`config.mk`:
```
export PLATFORM = sky130hd
export DESIGN_NAME = scancode_decoder
export DESIGN_NICKNAME = d
export VERILOG_FILES = /design/src/rtl/scancode_pkg.sv /design/src/rtl/sync_fifo.sv /design/src/rtl/scancode_decoder.sv
export SDC_FILE = /design/constraint.sdc
export NUM_CORES = 1
export LEC_CHECK = 0
export CORE_UTILIZATION = 35
export DETAILED_ROUTE_END_ITERATION = 8
export PLACE_DENSITY_LB_ADDON = 0.08
export SKIP_CTS_REPAIR_TIMING = 1
export SLEW_MARGIN = 20
export SYNTH_ARGS = -nofsm -noshare
export SYNTH_HDL_FRONTEND = slang
export SYNTH_SLANG_ARGS = --single-unit
```
`constraint.sdc`:
```
create_clock -name clk -period 3.7 [get_ports clk]
set_input_delay 0.37 -clock clk [delete_from_list [all_inputs] [get_ports clk]]
set_output_delay 0.37 -clock clk [all_outputs]
set_load 0.01 [all_outputs]
```
`src/rtl/scancode_pkg.sv`:
```
// scancode_pkg: FSM states, prefix codes and the PS/2 set-2 to ASCII map
package scancode_pkg;
  typedef enum logic [1:0] {ST_IDLE, ST_BREAK, ST_EXT, ST_EXT_BREAK} state_t;
  localparam logic [7:0] BRK_CODE = 8'hF0;
  localparam logic [7:0] EXT_CODE = 8'hE0;
  localparam logic [7:0] LSHIFT_CODE = 8'h12;
  localparam logic [7:0] RSHIFT_CODE = 8'h59;
  localparam logic [7:0] ASCII_SP = 8'h20;
  localparam logic [7:0] ASCII_CR = 8'h0D;
  localparam logic [7:0] ASCII_BS = 8'h08;
  localparam logic [7:0] CASE_OFS = 8'h20;
  function automatic logic [8:0] map_code(input logic [7:0] c, input logic sh);
    logic [7:0] a;
    case (c)
      8'h1C: a = "a";
      8'h32: a = "b";
      8'h21: a = "c";
      8'h23: a = "d";
      8'h24: a = "e";
      8'h2B: a = "f";
      8'h34: a = "g";
      8'h33: a = "h";
      8'h43: a = "i";
      8'h3B: a = "j";
      8'h42: a = "k";
      8'h4B: a = "l";
      8'h3A: a = "m";
      8'h31: a = "n";
      8'h44: a = "o";
      8'h4D: a = "p";
      8'h15: a = "q";
      8'h2D: a = "r";
      8'h1B: a = "s";
      8'h2C: a = "t";
      8'h3C: a = "u";
      8'h2A: a = "v";
      8'h1D: a = "w";
      8'h22: a = "x";
      8'h35: a = "y";
      8'h1A: a = "z";
      8'h45: a = "0";
      8'h16: a = "1";
      8'h1E: a = "2";
      8'h26: a = "3";
      8'h25: a = "4";
      8'h2E: a = "5";
      8'h36: a = "6";
      8'h3D: a = "7";
      8'h3E: a = "8";
      8'h46: a = "9";
      8'h29: a = ASCII_SP;
      8'h5A: a = ASCII_CR;
      8'h66: a = ASCII_BS;
      default: a = 8'h00;
    endcase
    return {a != 8'h00, (sh && a >= "a") ? a - CASE_OFS : a};
  endfunction
endpackage

```
`src/rtl/sync_fifo.sv`:
```
// sync_fifo: first-word-fall-through FIFO, push accepted when full if popping
module sync_fifo #(
  parameter int WIDTH = 8,
  parameter int DEPTH = 4
) (
  input  logic             clk,
  input  logic             rst,
  input  logic             push,
  input  logic [WIDTH-1:0] din,
  input  logic             pop,
  output logic [WIDTH-1:0] dout,
  output logic             full,
  output logic             empty
);
  localparam int AW = $clog2(DEPTH);
  logic [WIDTH-1:0] mem [DEPTH];
  logic [AW-1:0] wp, rp;
  logic [AW:0] cnt;
  logic wen, ren;
  assign ren = pop & ~empty;
  assign wen = push & (~full | ren);
  assign full = cnt == (AW+1)'(DEPTH);
  assign empty = cnt == '0;
  assign dout = empty ? '0 : mem[rp];
  // pointer and occupancy bookkeeping
  always_ff @(posedge clk or posedge rst)
    if (rst) begin
      wp <= '0;
      rp <= '0;
      cnt <= '0;
    end else begin
      wp <= wen ? wp + AW'(1) : wp;
      rp <= ren ? rp + AW'(1) : rp;
      cnt <= cnt + (AW+1)'(wen) - (AW+1)'(ren);
    end
  // storage needs no reset; empty masks stale contents
  always_ff @(posedge clk)
    if (wen) mem[wp] <= din;
endmodule

```
`src/rtl/scancode_decoder.sv`:
```
// scancode_decoder: PS/2 set-2 byte stream to ASCII characters via a FIFO
module scancode_decoder
  import scancode_pkg::*;
#(
  parameter int FIFO_DEPTH = 4
) (
  input  logic       clk,
  input  logic       rst,
  input  logic       wr,
  input  logic [7:0] code,
  input  logic       out_ready,
  output logic       out_valid,
  output logic [7:0] out_data,
  output logic       shift_active,
  output logic       overflow,
  output logic       unmapped
);
  state_t state, state_n;
  logic wr_q, acc_q, lsh, rsh, lsh_n, rsh_n, push, unm_n, full, empty, pop;
  logic [7:0] code_q;
  logic [8:0] m;
  // capture one byte per wr rising edge so a held wr decodes once
  always_ff @(posedge clk or posedge rst)
    if (rst) begin
      wr_q <= 1'b0;
      acc_q <= 1'b0;
      code_q <= 8'h00;
    end else begin
      wr_q <= wr;
      acc_q <= wr & ~wr_q;
      code_q <= (wr & ~wr_q) ? code : code_q;
    end
  // prefix state, shift flags and one-cycle status pulses
  always_ff @(posedge clk or posedge rst)
    if (rst) begin
      state <= ST_IDLE;
      lsh <= 1'b0;
      rsh <= 1'b0;
      overflow <= 1'b0;
      unmapped <= 1'b0;
    end else begin
      state <= state_n;
      lsh <= lsh_n;
      rsh <= rsh_n;
      overflow <= push & full & ~pop;
      unmapped <= unm_n;
    end
  assign m = map_code(code_q, lsh | rsh);
  // decode the captured byte against the current prefix state
  always_comb begin
    state_n = state;
    lsh_n = lsh;
    rsh_n = rsh;
    push = 1'b0;
    unm_n = 1'b0;
    if (acc_q)
      case (state)
        ST_IDLE: begin
          state_n = code_q == BRK_CODE ? ST_BREAK : code_q == EXT_CODE ? ST_EXT : ST_IDLE;
          lsh_n = lsh | (code_q == LSHIFT_CODE);
          rsh_n = rsh | (code_q == RSHIFT_CODE);
          push = state_n == ST_IDLE && code_q != LSHIFT_CODE && code_q != RSHIFT_CODE && m[8];
          unm_n = state_n == ST_IDLE && code_q != LSHIFT_CODE && code_q != RSHIFT_CODE && !m[8];
        end
        ST_BREAK: begin
          state_n = ST_IDLE;
          lsh_n = lsh & (code_q != LSHIFT_CODE);
          rsh_n = rsh & (code_q != RSHIFT_CODE);
        end
        ST_EXT: state_n = code_q == BRK_CODE ? ST_EXT_BREAK : ST_IDLE;
        ST_EXT_BREAK: state_n = ST_IDLE;
      endcase
  end
  sync_fifo #(.WIDTH(8), .DEPTH(FIFO_DEPTH)) u_fifo (
    .clk(clk),
    .rst(rst),
    .push(push),
    .din(m[7:0]),
    .pop(pop),
    .dout(out_data),
    .full(full),
    .empty(empty)
  );
  assign out_valid = ~empty;
  assign pop = out_valid & out_ready;
  assign shift_active = lsh | rsh;
endmodule

```
Word level (Yosys, flattened, before mapping):

Memories as Yosys holds them, arrays and structs flattened.
Index checks and enable logic that the tools add are counted.

* flip-flop bits (word level): 23
* memory bits (writable): 32
* memory bits (read-only): 896
* output and inout bits: 12
* memories: 2

Memories
* (name not given): words 128, bits a word 7, rd ports 1, clocked after memory_dff 0, wr ports 0, RTL line scancode_pkg.sv:14 `case (c)`
* u_fifo.mem: words 4, bits a word 8, rd ports 1, clocked after memory_dff 0, wr ports 1, RTL line sync_fifo.sv:16 `logic [WIDTH-1:0] mem [DEPTH];`

* add/subtract/negate cells: 5
* magnitude comparators: 1
* eq/ne operators: 10
* muxes and demuxes: 15
* bitwise gates (word level): 16
* reduce and logical (&&, ||, !) cells: 13

Operators with widths (number)
* 2-to-1 mux 8 bit: 3
* == test 8 bit, second input constant: 2
* AND 1 bit: 8
* == test 8 x 5 -> 1 bit, second input constant: 1
* == test 8 x 7 -> 1 bit, second input constant: 1
* >= comparator 8 x 7 -> 1 bit, second input constant: 1
* inequality test 8 x 5 -> 1 bit, second input constant: 1
* inequality test 8 x 7 -> 1 bit, second input constant: 1
* nonzero test 8 bit: 1
* subtractor 8 x 6 -> 8 bit, second input constant: 1
* 2-to-1 mux 1 bit: 6
* 2-to-1 mux 2 bit: 3
* one-hot mux 2 bit (3 select lines): 1
* logical AND 1 bit: 5
* adder 2 x 1 -> 2 bit, second input constant: 2
* == test 2 bit, second input constant: 2
* logical NOT 2 bit: 2
* NOT 1 bit: 4
* bitwise OR 1 bit: 4
* one-hot mux 1 bit (2 select lines): 2
* adder 3 x 1 -> 3 bit: 1
* == test 3 bit, second input constant: 1
* logical NOT 3 bit: 1
* subtractor 3 x 1 -> 3 bit: 1
* other kinds (5): 5

Logic depth before layout (Yosys ltp):

Gate-level depths: netlist (run 1).

* depth in word-level cells: 12
* mapped depth: 15
* gate-level depth less buffers: 13

Modules after synthesis:

A second synthesis (run 1) with hierarchy kept.

* cell total of the unflattened synthesis: 289
* area, all modules: 3305.7 sq um

By module, submodules not included
* scancode_decoder: instances 1, cells each 200, area each 1670.4 sq um, sequential area each 400.4 sq um
* sync_fifo: instances 1, cells each 89, area each 1635.3 sq um, sequential area each 1136.1 sq um

Least setup slack after synthesis (run 1):

No wires, ideal clock.

* path kind: register -> register
* from: register code_q[1]
* to: memory u_fifo.mem[2][0] (enable)
* arrival: 2.855 ns
* setup slack: 0.460 ns
* cell stages (with the launch flop): 11
* period minus slack after synthesis: 3.240 ns
* cells stage by stage: dfrtp_1 inv_1 ha_1 buf_2 mux2i_1 a32o_1 or4_4 o21a_4 and4_4 buf_6 nor3b_1

* word-level cells in the longest chain between the ends: 12
* elaborated cells on any way between the ends: 18
* those cells by class: eq/ne (4); mux (7); bitwise (1); reduce/logical (5); memory (1)

Ends and longest elaborated chain
* from (decl): RTL line scancode_decoder.sv:20 `logic [7:0] code_q;`
* from (signal assigned): RTL line scancode_decoder.sv:31 `code_q <= (wr & ~wr_q) ? code : code_q;`
* branches (longest 6 deep; another with memory read (128 x 7 bit))
* logical AND 1 bit *: RTL line scancode_decoder.sv:62 `push = state_n == ST_IDLE && code_q != LSHIFT_CODE && code_q != RSHIFT_CODE && m[8];`
* 2-to-1 mux 1 bit *: RTL line scancode_decoder.sv:57 `case (state)`
* 2-to-1 mux 1 bit *: RTL line scancode_decoder.sv:56 `if (acc_q)`
* AND 1 bit *: RTL line sync_fifo.sv:21 `assign wen = push & (~full | ren);`
* 2-to-1 mux 1 bit *: RTL line sync_fifo.sv:38 `if (wen) mem[wp] <= din;`
* 2-to-1 mux 1 bit (implied by the code) *: RTL line sync_fifo.sv:38
* to (decl): RTL line sync_fifo.sv:16

Every way passes the cells marked *.

Worst setup path in the final report (run 1):

* from: register code_q[1]
* to: register u_fifo.cnt[2]

* word-level cells in the longest chain between the ends: 12
* elaborated cells on any way between the ends: 18
* those cells by class: add/sub (2); eq/ne (4); mux (5); bitwise (1); reduce/logical (5); memory (1)

Ends and longest elaborated chain
* branches (longest 6 deep; another with memory read (128 x 7 bit))
* logical AND 1 bit *: RTL line scancode_decoder.sv:62
* 2-to-1 mux 1 bit *: RTL line scancode_decoder.sv:57
* 2-to-1 mux 1 bit *: RTL line scancode_decoder.sv:56
* AND 1 bit *: RTL line sync_fifo.sv:21
* net u_fifo.wen: RTL line sync_fifo.sv:19 `logic wen, ren;`
* adder 3 x 1 -> 3 bit *: RTL line sync_fifo.sv:34 `cnt <= cnt + (AW+1)'(wen) - (AW+1)'(ren);`
* subtractor 3 x 1 -> 3 bit *: RTL line sync_fifo.sv:34
* to (signal assigned): RTL line sync_fifo.sv:34
* to (decl): RTL line sync_fifo.sv:18 `logic [AW:0] cnt;`

Mark *: on every way through the listed nets, which the timed path passes.
A chain may end at the register's enable or synchronous reset.

==> results of run 1 <==
## path summary, 6_finish.rpt
| check | from | end | slack (ps) |
|---|---|---|---|
| worst max-delay path | code_q[1] | u_fifo.cnt[2] | 290 |
| worst min-delay path | u_fifo.cnt[2] | u_fifo.cnt[2] | 500 |
| worst max register to register | code_q[1] | u_fifo.cnt[2] | 290 |
| worst min register to register | u_fifo.cnt[2] | u_fifo.cnt[2] | 500 |
| max in group asynchronous | rst | u_fifo.rp[0] | 2620 |
| min in group asynchronous | rst | state[0] | 530 |
## power by group through the flow
stage	Clock, W	Combinational [W]	Sequential, W
2_1_floorplan	0	0.000718	0.000805
3_3_place_gp	0	0.000955	0.000880
3_5_place_dp	0	0.000954	0.000881
4_1_cts	0.000370	0.000956	0.000867
5_1_grt	0.000390	0.00104	0.000880
6_report	0.000354	0.000948	0.000862
## cell usage after synthesis, drive strengths merged, types with 3 or more instances
| master | count | share of area (%) |
|---|---|---|
| a211oi | 6 | 1.3 |
| a21oi | 7 | 1.0 |
| a31oi | 5 | 0.89 |
| a32o | 4 | 1.1 |
| and2 | 12 | 2.1 |
| buf | 13 | 2.7 |
| clkbuf | 9 | 0.96 |
| dfrtp | 23 | 16 |
| edfxtp | 32 | 27 |
| ha | 14 | 5.0 |
| inv | 20 | 2.1 |
| mux2 | 8 | 2.6 |
| mux2i | 4 | 1.1 |
| mux4 | 10 | 6.4 |
| nand2 | 18 | 1.9 |
| nand2b | 3 | 0.54 |
| nand3 | 3 | 0.43 |
| nand4 | 4 | 0.89 |
| nor2 | 10 | 1.1 |
| nor2b | 14 | 2.5 |
| nor3 | 5 | 0.71 |
| nor3b | 7 | 1.5 |
| nor4b | 4 | 1.6 |
| o211ai | 5 | 1.1 |
| o21ai | 17 | 2.4 |
| o31ai | 5 | 1.1 |
| or2 | 4 | 0.71 |
| xnor2 | 3 | 0.75 |
## per-stage QoR
| step | instance area, µm² | util [%] |
|---|---|---|
| floorplan | 3510 | - |
| global placement | 3890 | 40.0 |
| detailed placement | 3890 | 40.0 |
| CTS | 3990 | 41.0 |
| global route | 3990 | 41.0 |
| finish | 3990 | 41.0 |
## layer usage
metal | vias up | wire, µm
met2 | 67 | 4120
met3 | 18 | 295
met4 | 0 | 133
met1 | 1261 | 3720
met5 | - | 0
li1 | 1221 | -
## cell type report
type                            count  area (µm²)  share of cell area [%]
Inverter                           20        75.1                    1.88
Sequential cell                    55        1540                    38.5
Timing Repair Buffer               39         350                    8.79
Multi-Input combinational cell    214        1770                    44.3
Clock inverter                      3        23.8                   0.596
Tap cell                          133         166                    4.17
Clock buffer                        5        68.8                    1.73
## sequential cells by signal (all words and copies together), names as in the netlist, 2 cells and up, named ones only
signal      cells
u_fifo.mem     32
code_q          8
u_fifo.cnt      3
state           2
u_fifo.rp       2
u_fifo.wp       2
## kinds of logic after synthesis
kind of cell / after synthesis / share of synthesized area [%]
AOI/OAI and AO/OA: 72 / 15.2
xor gates and xnor gates: 4 / 0.999
adders and majority gates: 15 / 5.56
buffers and inverters: 42 / 5.85
DFF: 55 / 43.8
muxes: 22 / 10.1
and+or+nand+nor: 101 / 18.4
## placed cells by master, fill, tap and decap left out, types with 5 or more instances in the layout
cell / n
a21oi_1: 7
o21ai_0: 17
ha_1: 14
nor3_1: 5
o211ai_1: 5
nor3b_1: 7
clkdlybuf4s50_1: 23
mux4_2: 10
edfxtp_1: 32
buf_4: 16
inv_1: 20
clkbuf_8: 5
nand2_1: 18
a31oi_1: 5
dfrtp_1: 23
nor2b_1: 14
mux2_2: 8
and2_1: 12
a211oi_1: 6
nor2_1: 10
o31ai_1: 5
==> flow_summary.html, run 1 <==
<table>
<tr><th>Metric</th><th>Value</th></tr>
<tr><th colspan="2">Cells and area</th></tr>
<tr><td>Non-Filler Instances</td><td>469</td></tr>
<tr><td>Number of antenna repair diodes</td><td>0</td></tr>
<tr><td>Area growth, synth to finish</td><td>13.7%</td></tr>
<tr><td>Share of layout cells above drive strength 1</td><td>17.0%</td></tr>
<tr><td>Layout net count</td><td>362</td></tr>
<tr><td>Filler instances</td><td>976</td></tr>
<tr><th colspan="2">GRT</th></tr>
<tr><td>Residual overflow from global routing</td><td>0</td></tr>
<tr><td>Peak-usage layer in the global routing report</td><td>met2</td></tr>
<tr><td>Antenna violations before repair</td><td>0</td></tr>
<tr><td>Largest net degree at the start of global routing</td><td>25</td></tr>
<tr><td>Global routing met3 resource utilization</td><td>2.53%</td></tr>
<tr><td>Global routing usage on met2</td><td>28.5%</td></tr>
<tr><td>Vias in the first global route</td><td>2,465</td></tr>
<tr><td>Total track usage</td><td>16.8%</td></tr>
<tr><td>Met1 GRT Util</td><td>21.8%</td></tr>
<tr><td>Wire length of the first global-routing pass</td><td>13,200 µm</td></tr>
<tr><th colspan="2">Timing</th></tr>
<tr><td>Min setup slack post-route</td><td>288 ps</td></tr>
<tr><td>Final-report setup violation count</td><td>0</td></tr>
<tr><td>Minimum hold slack</td><td>495 ps</td></tr>
<tr><td>Tcrit/Tclk final</td><td>92.2%</td></tr>
<tr><td>Final critical delay including setup and external delays</td><td>3410 ps</td></tr>
<tr><td>Worst setup skew after layout</td><td>12.5 ps</td></tr>
<tr><td>Fin Setup TNS</td><td>0 ps</td></tr>
<tr><td>Final max-slew violation count</td><td>0</td></tr>
<tr><td>RSZ-0062 raised after global routing</td><td>no</td></tr>
<tr><td>Final-report hold violation count</td><td>0</td></tr>
<tr><td>Worst slew margin</td><td>40.4%</td></tr>
<tr><td>Slew of the pin with the lowest slew margin</td><td>893 ps</td></tr>
<tr><td>FMAX</td><td>293 MHz</td></tr>
<tr><th colspan="2">Yosys</th></tr>
<tr><td>Sequential element share of the synthesized area</td><td>43.8%</td></tr>
<tr><td>Mean area per synthesized cell</td><td>11.3 µm²</td></tr>
<tr><td>Flip-flop and latch count after synthesis</td><td>55</td></tr>
<tr><td>Ys async rst share</td><td>41.8%</td></tr>
<tr><td>Post-synthesis cell area</td><td>3510 µm²</td></tr>
<tr><td>Synth unique cells</td><td>68</td></tr>
<tr><td>Post-synthesis cell count</td><td>311</td></tr>
<tr><td>Nets in the synthesized netlist</td><td>338</td></tr>
<tr><td>Number of enable flip-flop cells after synthesis</td><td>32</td></tr>
<tr><td>Most common flop cell mapped by yosys</td><td>edfxtp_1</td></tr>
<tr><td>Synth warnings</td><td>0</td></tr>
<tr><th colspan="2">Critical path</th></tr>
<tr><td>Crit path buffers/inverters</td><td>2</td></tr>
<tr><td>Maximum fanout along the worst path</td><td>11</td></tr>
<tr><td>Nature of the critical path endpoint</td><td>flip-flop</td></tr>
<tr><td>Setup Crit Path Kind</td><td>flip-flop to flip-flop</td></tr>
<tr><td>Cell count of the worst reg-to-reg path</td><td>13</td></tr>
<tr><td>Number of stages on the worst setup path</td><td>13</td></tr>
<tr><td>Required time worst endpoint</td><td>3950 ps</td></tr>
<tr><td>Master of the slowest instance on the critical path</td><td>ha_1</td></tr>
<tr><td>Critical path launch point type</td><td>flip-flop</td></tr>
<tr><td>Cell-by-cell listing of the critical path</td><td>inv_1, ha_1, mux2i_1, a32o_1, or4_4, o21a_4, and4_4, nor2_1, ha_1, inv_1, fa_1, xnor2_1, xnor2_1</td></tr>
<tr><td>Arrival time reported for the critical path endpoint</td><td>3660 ps</td></tr>
<tr><td>Largest stage delay, worst path</td><td>500 ps</td></tr>
<tr><td>Cell family with the largest share of critical-path delay</td><td>adder cells</td></tr>
<tr><th colspan="2">Clock network</th></tr>
<tr><td>Clk buf depth</td><td>2</td></tr>
<tr><td>Number of levels in the clock H-tree</td><td>2</td></tr>
<tr><td>Root buffer selected by CTS</td><td>clkbuf_8</td></tr>
<tr><td>CTS sink cnt</td><td>55</td></tr>
<tr><td>Clock latency on the worst-skew pair</td><td>320 ps</td></tr>
<tr><td>Clock buffers created by TritonCTS</td><td>5</td></tr>
<tr><td>TritonCTS clock tree</td><td>built</td></tr>
<tr><td>CTS clk-pin slew, worst paths</td><td>110 ps</td></tr>
<tr><th colspan="2">Placement</th></tr>
<tr><td>Placed Cells</td><td>461</td></tr>
<tr><td>Number of port buffers</td><td>23</td></tr>
<tr><td>Pre-CTS setup slack</td><td>338 ps</td></tr>
<tr><td>Detailed placement HPWL</td><td>5990 µm</td></tr>
<tr><td>Routability congestion estimate</td><td>0.884</td></tr>
<tr><th colspan="2">Route</th></tr>
<tr><td>Remaining number of nets flagged by the antenna check after routing</td><td>0</td></tr>
<tr><td>Avg WL per Cell</td><td>17.6 µm</td></tr>
<tr><td>Wire length reported by the detailed router</td><td>8270 µm</td></tr>
<tr><td>Post-detailed-route DRC marker count</td><td>0</td></tr>
<tr><td>Detailed-routing iteration count for the pre-antenna-repair pass</td><td>5</td></tr>
<tr><td>Via count normalized by instance count</td><td>5.47</td></tr>
<tr><td>Routed via count</td><td>2,567</td></tr>
<tr><td>Count of routing violations after the opening detailed-route iteration</td><td>236</td></tr>
<tr><th colspan="2">Die</th></tr>
<tr><td>Vertical die dimension</td><td>102 µm</td></tr>
<tr><td>Full die area</td><td>10,400 µm²</td></tr>
<tr><td># rows</td><td>36</td></tr>
<tr><td>Core region area</td><td>9730 µm²</td></tr>
<tr><td>Starting density of the core</td><td>36.1%</td></tr>
<tr><td>Die X</td><td>102 µm</td></tr>
<tr><td>Count of boundary I/O pins</td><td>24</td></tr>
<tr><th colspan="2">Power and ir drop</th></tr>
<tr><td>Largest vdd supply drop</td><td>233 µV</td></tr>
<tr><td>Switching power</td><td>0.000781 W</td></tr>
<tr><td>Leakage power summed over all cells</td><td>1.50 nW</td></tr>
<tr><td>Cell-internal power</td><td>0.00138 W</td></tr>
<tr><td>Pwr dens</td><td>542 nW/µm²</td></tr>
<tr><td>Share of power burned in the clock network</td><td>16.4%</td></tr>
<tr><td>Fraction of power consumed by sequential logic</td><td>39.8%</td></tr>
<tr><td>Switching part of the total power</td><td>36.1%</td></tr>
<tr><td>Share of power burned in combinational logic</td><td>43.8%</td></tr>
<tr><td>Power Total</td><td>0.00216 W</td></tr>
<tr><th colspan="2">Outcome</th></tr>
<tr><td>Outcome</td><td>finished clean</td></tr>
<tr><th colspan="2">Min path</th></tr>
<tr><td>Path type of the worst min-delay path</td><td>flip-flop to flip-flop</td></tr>
<tr><td>Hold Crit Depth</td><td>1</td></tr>
<tr><th colspan="2">Flow run</th></tr>
<tr><td>Max Cap Violations</td><td>0</td></tr>
</table>
Note: power is estimated with default switching activity, not from simulation.
==> run 2: changes to the inputs <==
==> constraint.sdc (replaced) <==
create_clock -name clk -period 3.4 [get_ports clk]
set_input_delay 0.68 -clock clk [delete_from_list [all_inputs] [get_ports clk]]
set_output_delay 0.68 -clock clk [all_outputs]
set_load 0.01 [all_outputs]
==> flow_summary.html, run 2 (synthesis results as in run 1) <==
<table>
<tr><th>Metric</th><th>Value</th></tr>
<tr><th colspan="2">Die</th></tr>
<tr><td>Full die area</td><td>10,400 µm² (unchanged)</td></tr>
<tr><td>Vertical die dimension</td><td>102 µm (unchanged)</td></tr>
<tr><td>Starting density of the core</td><td>36.1% (unchanged)</td></tr>
<tr><td>Core region area</td><td>9730 µm² (unchanged)</td></tr>
<tr><td>Count of boundary I/O pins</td><td>24 (unchanged)</td></tr>
<tr><td>Die X</td><td>102 µm (unchanged)</td></tr>
<tr><td># rows</td><td>36 (unchanged)</td></tr>
<tr><th colspan="2">Cells and area</th></tr>
<tr><td>Area growth, synth to finish</td><td>16.2%</td></tr>
<tr><td>Commonest non-fill, non-tap cell in the layout</td><td>edfxtp_1</td></tr>
<tr><td>Number of antenna repair diodes</td><td>0 (unchanged)</td></tr>
<tr><td>Share of layout cells above drive strength 1</td><td>20.0% (+3.0 points)</td></tr>
<tr><td>Max reg flops</td><td>32 (unchanged)</td></tr>
<tr><td>Registers with the most flip-flops</td><td>u_fifo.mem (32), code_q (8), u_fifo.cnt (3)</td></tr>
<tr><td>Commonest cells after routing, fill and taps aside</td><td>edfxtp_1 (32), buf_4 (24), clkdlybuf4s50_1 (23), dfrtp_1 (22), inv_1 (20)</td></tr>
<tr><td>Most flop-heavy register</td><td>u_fifo.mem</td></tr>
<tr><td>Final core utilization</td><td>41.9% (+0.91 points)</td></tr>
<tr><td>Layout net count</td><td>371 (+2.5%)</td></tr>
<tr><th colspan="2">Flow run</th></tr>
<tr><td>Max Cap Violations</td><td>0 (unchanged)</td></tr>
<tr><th colspan="2">Critical path</th></tr>
<tr><td>Required time worst endpoint</td><td>3650 ps (-300 ps)</td></tr>
<tr><td>Master of the slowest instance on the critical path</td><td>dfrtp_1</td></tr>
<tr><td>Critical path launch point type</td><td>flip-flop</td></tr>
<tr><td>Maximum fanout along the worst path</td><td>6 (-5)</td></tr>
<tr><td>Arrival time reported for the critical path endpoint</td><td>3450 ps (-210 ps)</td></tr>
<tr><td>Beginning of the critical path</td><td>code_q[0]</td></tr>
<tr><td>FF-to-FF Start</td><td>code_q[0]</td></tr>
<tr><td>Largest stage delay, worst path</td><td>450 ps (-50 ps)</td></tr>
<tr><td>Cell-by-cell listing of the critical path</td><td>inv_1, ha_1, or2_2, a32o_1, a32o_1, a211oi_1, and4_4, nor2_1, ha_1, inv_1, fa_1, xnor2_1, xnor2_1</td></tr>
<tr><td>Setup Crit Path Kind</td><td>flip-flop to flip-flop</td></tr>
<tr><td>Nature of the critical path endpoint</td><td>flip-flop</td></tr>
<tr><th colspan="2">Timing</th></tr>
<tr><td>Worst slew margin</td><td>38.9% (-1.5 points)</td></tr>
<tr><td>Slew of the pin with the lowest slew margin</td><td>915 ps (+22.0 ps)</td></tr>
<tr><td>Final-report hold violation count</td><td>0 (unchanged)</td></tr>
<tr><td>Final-report setup violation count</td><td>0 (unchanged)</td></tr>
<tr><td>FMAX</td><td>312 MHz (+6.6%)</td></tr>
<tr><td>Minimum hold slack</td><td>497 ps (+2.11 ps)</td></tr>
<tr><td>Worst setup skew after layout</td><td>10.6 ps (-1.90 ps)</td></tr>
<tr><td>Final critical delay including setup and external delays</td><td>3200 ps (-211 ps)</td></tr>
<tr><td>Tcrit/Tclk final</td><td>94.1% (+1.9 points)</td></tr>
<tr><td>Final max-slew violation count</td><td>0 (unchanged)</td></tr>
<tr><th colspan="2">Clock network</th></tr>
<tr><td>CTS sink cnt</td><td>55 (unchanged)</td></tr>
<tr><td>Clock buffers created by TritonCTS</td><td>5 (unchanged)</td></tr>
<tr><td>Root buffer selected by CTS</td><td>clkbuf_8</td></tr>
<tr><td>Clk buf depth</td><td>2 (unchanged)</td></tr>
<tr><td>TritonCTS clock tree</td><td>built</td></tr>
<tr><td>Clock latency on the worst-skew pair</td><td>320 ps (about the same)</td></tr>
<tr><td>CTS clk-pin slew, worst paths</td><td>110 ps (about the same)</td></tr>
<tr><td>Number of levels in the clock H-tree</td><td>2 (unchanged)</td></tr>
<tr><th colspan="2">GRT</th></tr>
<tr><td>Vias in the first global route</td><td>2,534 (+2.8%)</td></tr>
<tr><td>Wire length of the first global-routing pass</td><td>13,400 µm (+1.6%)</td></tr>
<tr><td>Largest net degree at the start of global routing</td><td>24 (-4.0%)</td></tr>
<tr><td>Residual overflow from global routing</td><td>0 (unchanged)</td></tr>
<tr><td>Antenna violations before repair</td><td>0 (unchanged)</td></tr>
<tr><td>Total track usage</td><td>17.1% (+0.31 points)</td></tr>
<tr><th colspan="2">Power and ir drop</th></tr>
<tr><td>Leakage power summed over all cells</td><td>1.55 nW (+3.3%)</td></tr>
<tr><td>Largest vdd supply drop</td><td>211 µV (-9.2%)</td></tr>
<tr><td>Pwr dens</td><td>588 nW/µm² (+8.4%)</td></tr>
<tr><th colspan="2">Route</th></tr>
<tr><td>Detailed-routed wire length on met2</td><td>4040 µm (-1.7%)</td></tr>
<tr><td>Routed via count</td><td>2,566 (-0.039%)</td></tr>
<tr><td>Avg WL per Cell</td><td>17.2 µm (-2.3%)</td></tr>
<tr><td>Via count normalized by instance count</td><td>5.37 (-1.9%)</td></tr>
<tr><td>Routed metal-1 wire length</td><td>3790 µm (+1.8%)</td></tr>
<tr><td>Met3 WL post-DR</td><td>333 µm (+13%)</td></tr>
<tr><td>Wire length reported by the detailed router</td><td>8230 µm (-0.41%)</td></tr>
<tr><td>Remaining number of nets flagged by the antenna check after routing</td><td>0 (unchanged)</td></tr>
<tr><td>Detailed-routing iteration count for the pre-antenna-repair pass</td><td>4 (-1)</td></tr>
<tr><td>Post-detailed-route DRC marker count</td><td>0 (unchanged)</td></tr>
<tr><td>Top sig layer</td><td>met4</td></tr>
<tr><td>Count of routing violations after the opening detailed-route iteration</td><td>175 (-26%)</td></tr>
<tr><th colspan="2">Min path</th></tr>
<tr><td>Startpoint of the lowest-slack hold path</td><td>u_fifo.cnt[2]</td></tr>
<tr><td>Path type of the worst min-delay path</td><td>flip-flop to flip-flop</td></tr>
<tr><th colspan="2">Placement</th></tr>
<tr><td>Detailed placement HPWL</td><td>6090 µm (+1.6%)</td></tr>
<tr><td>Number of port buffers</td><td>23 (unchanged)</td></tr>
<tr><td>Routability congestion estimate</td><td>0.872 (-1.4%)</td></tr>
<tr><th colspan="2">Outcome</th></tr>
<tr><td>Outcome</td><td>finished clean</td></tr>
</table>
## run 2: metrics by stage
stage               std cells  instance area [µm²]  setup TNS (ps)  total power (W)  setup WS, ps
finish                    478                 4080               0          0.00240           199
global route              478                 4080           -4.42          0.00256         -4.42
CTS                       477                 4060               0          0.00242           159
detailed placement        469                 3970               0          0.00203           183
global placement          469                 3970               0          0.00202           119
floorplan                 311                 3510               0          0.00166           160
## run 2: final cells by class
cell class / instances / area, µm²
clock inverters: 3 / 23.8
inverters: 20 / 75.1
flip-flops and latches: 55 / 1540
clock buffers: 5 / 68.8
well taps: 133 / 166
multi-input cells: 214 / 1770
repair buffers: 48 / 430
fillers: 973 / 5650
## run 2: final timing paths
kind,to,slack [ps],cells after the start
setup / recovery,u_fifo.cnt[2],200,13
min in group asynchronous,code_q[7],850,2
hold / removal,u_fifo.cnt[2],500,1
hold reg to reg,u_fifo.cnt[2],500,1
setup reg to reg,u_fifo.cnt[2],200,13
max in group asynchronous,code_q[3],1940,2
## run 2: critical path: cells and delay by family, from the launching register on
family / cells / cell delay [ps]
AO/OA/AOI/OAI: 3 / 830
adder cells (fa/ha/maj): 3 / 750
AND/OR/NAND/NOR: 3 / 640
flip-flops: 1 / 450
XOR/XNOR: 2 / 260
buffers and inverters: 2 / 190
## run 2: power by group
part,switching (W),internal [W]
logic,0.000493,0.000574
clock network,0.000233,0.000149
registers,0.000135,0.000812
total,0.000860,0.00154
## run 2: layer usage
metal / up-vias / GRT usage [%]
li1: 1233 / -
met1: 1256 / 22.6
met2: 70 / 29.5
met3: 7 / 2.39
met4: 0 / 4.07
met5: - / 0
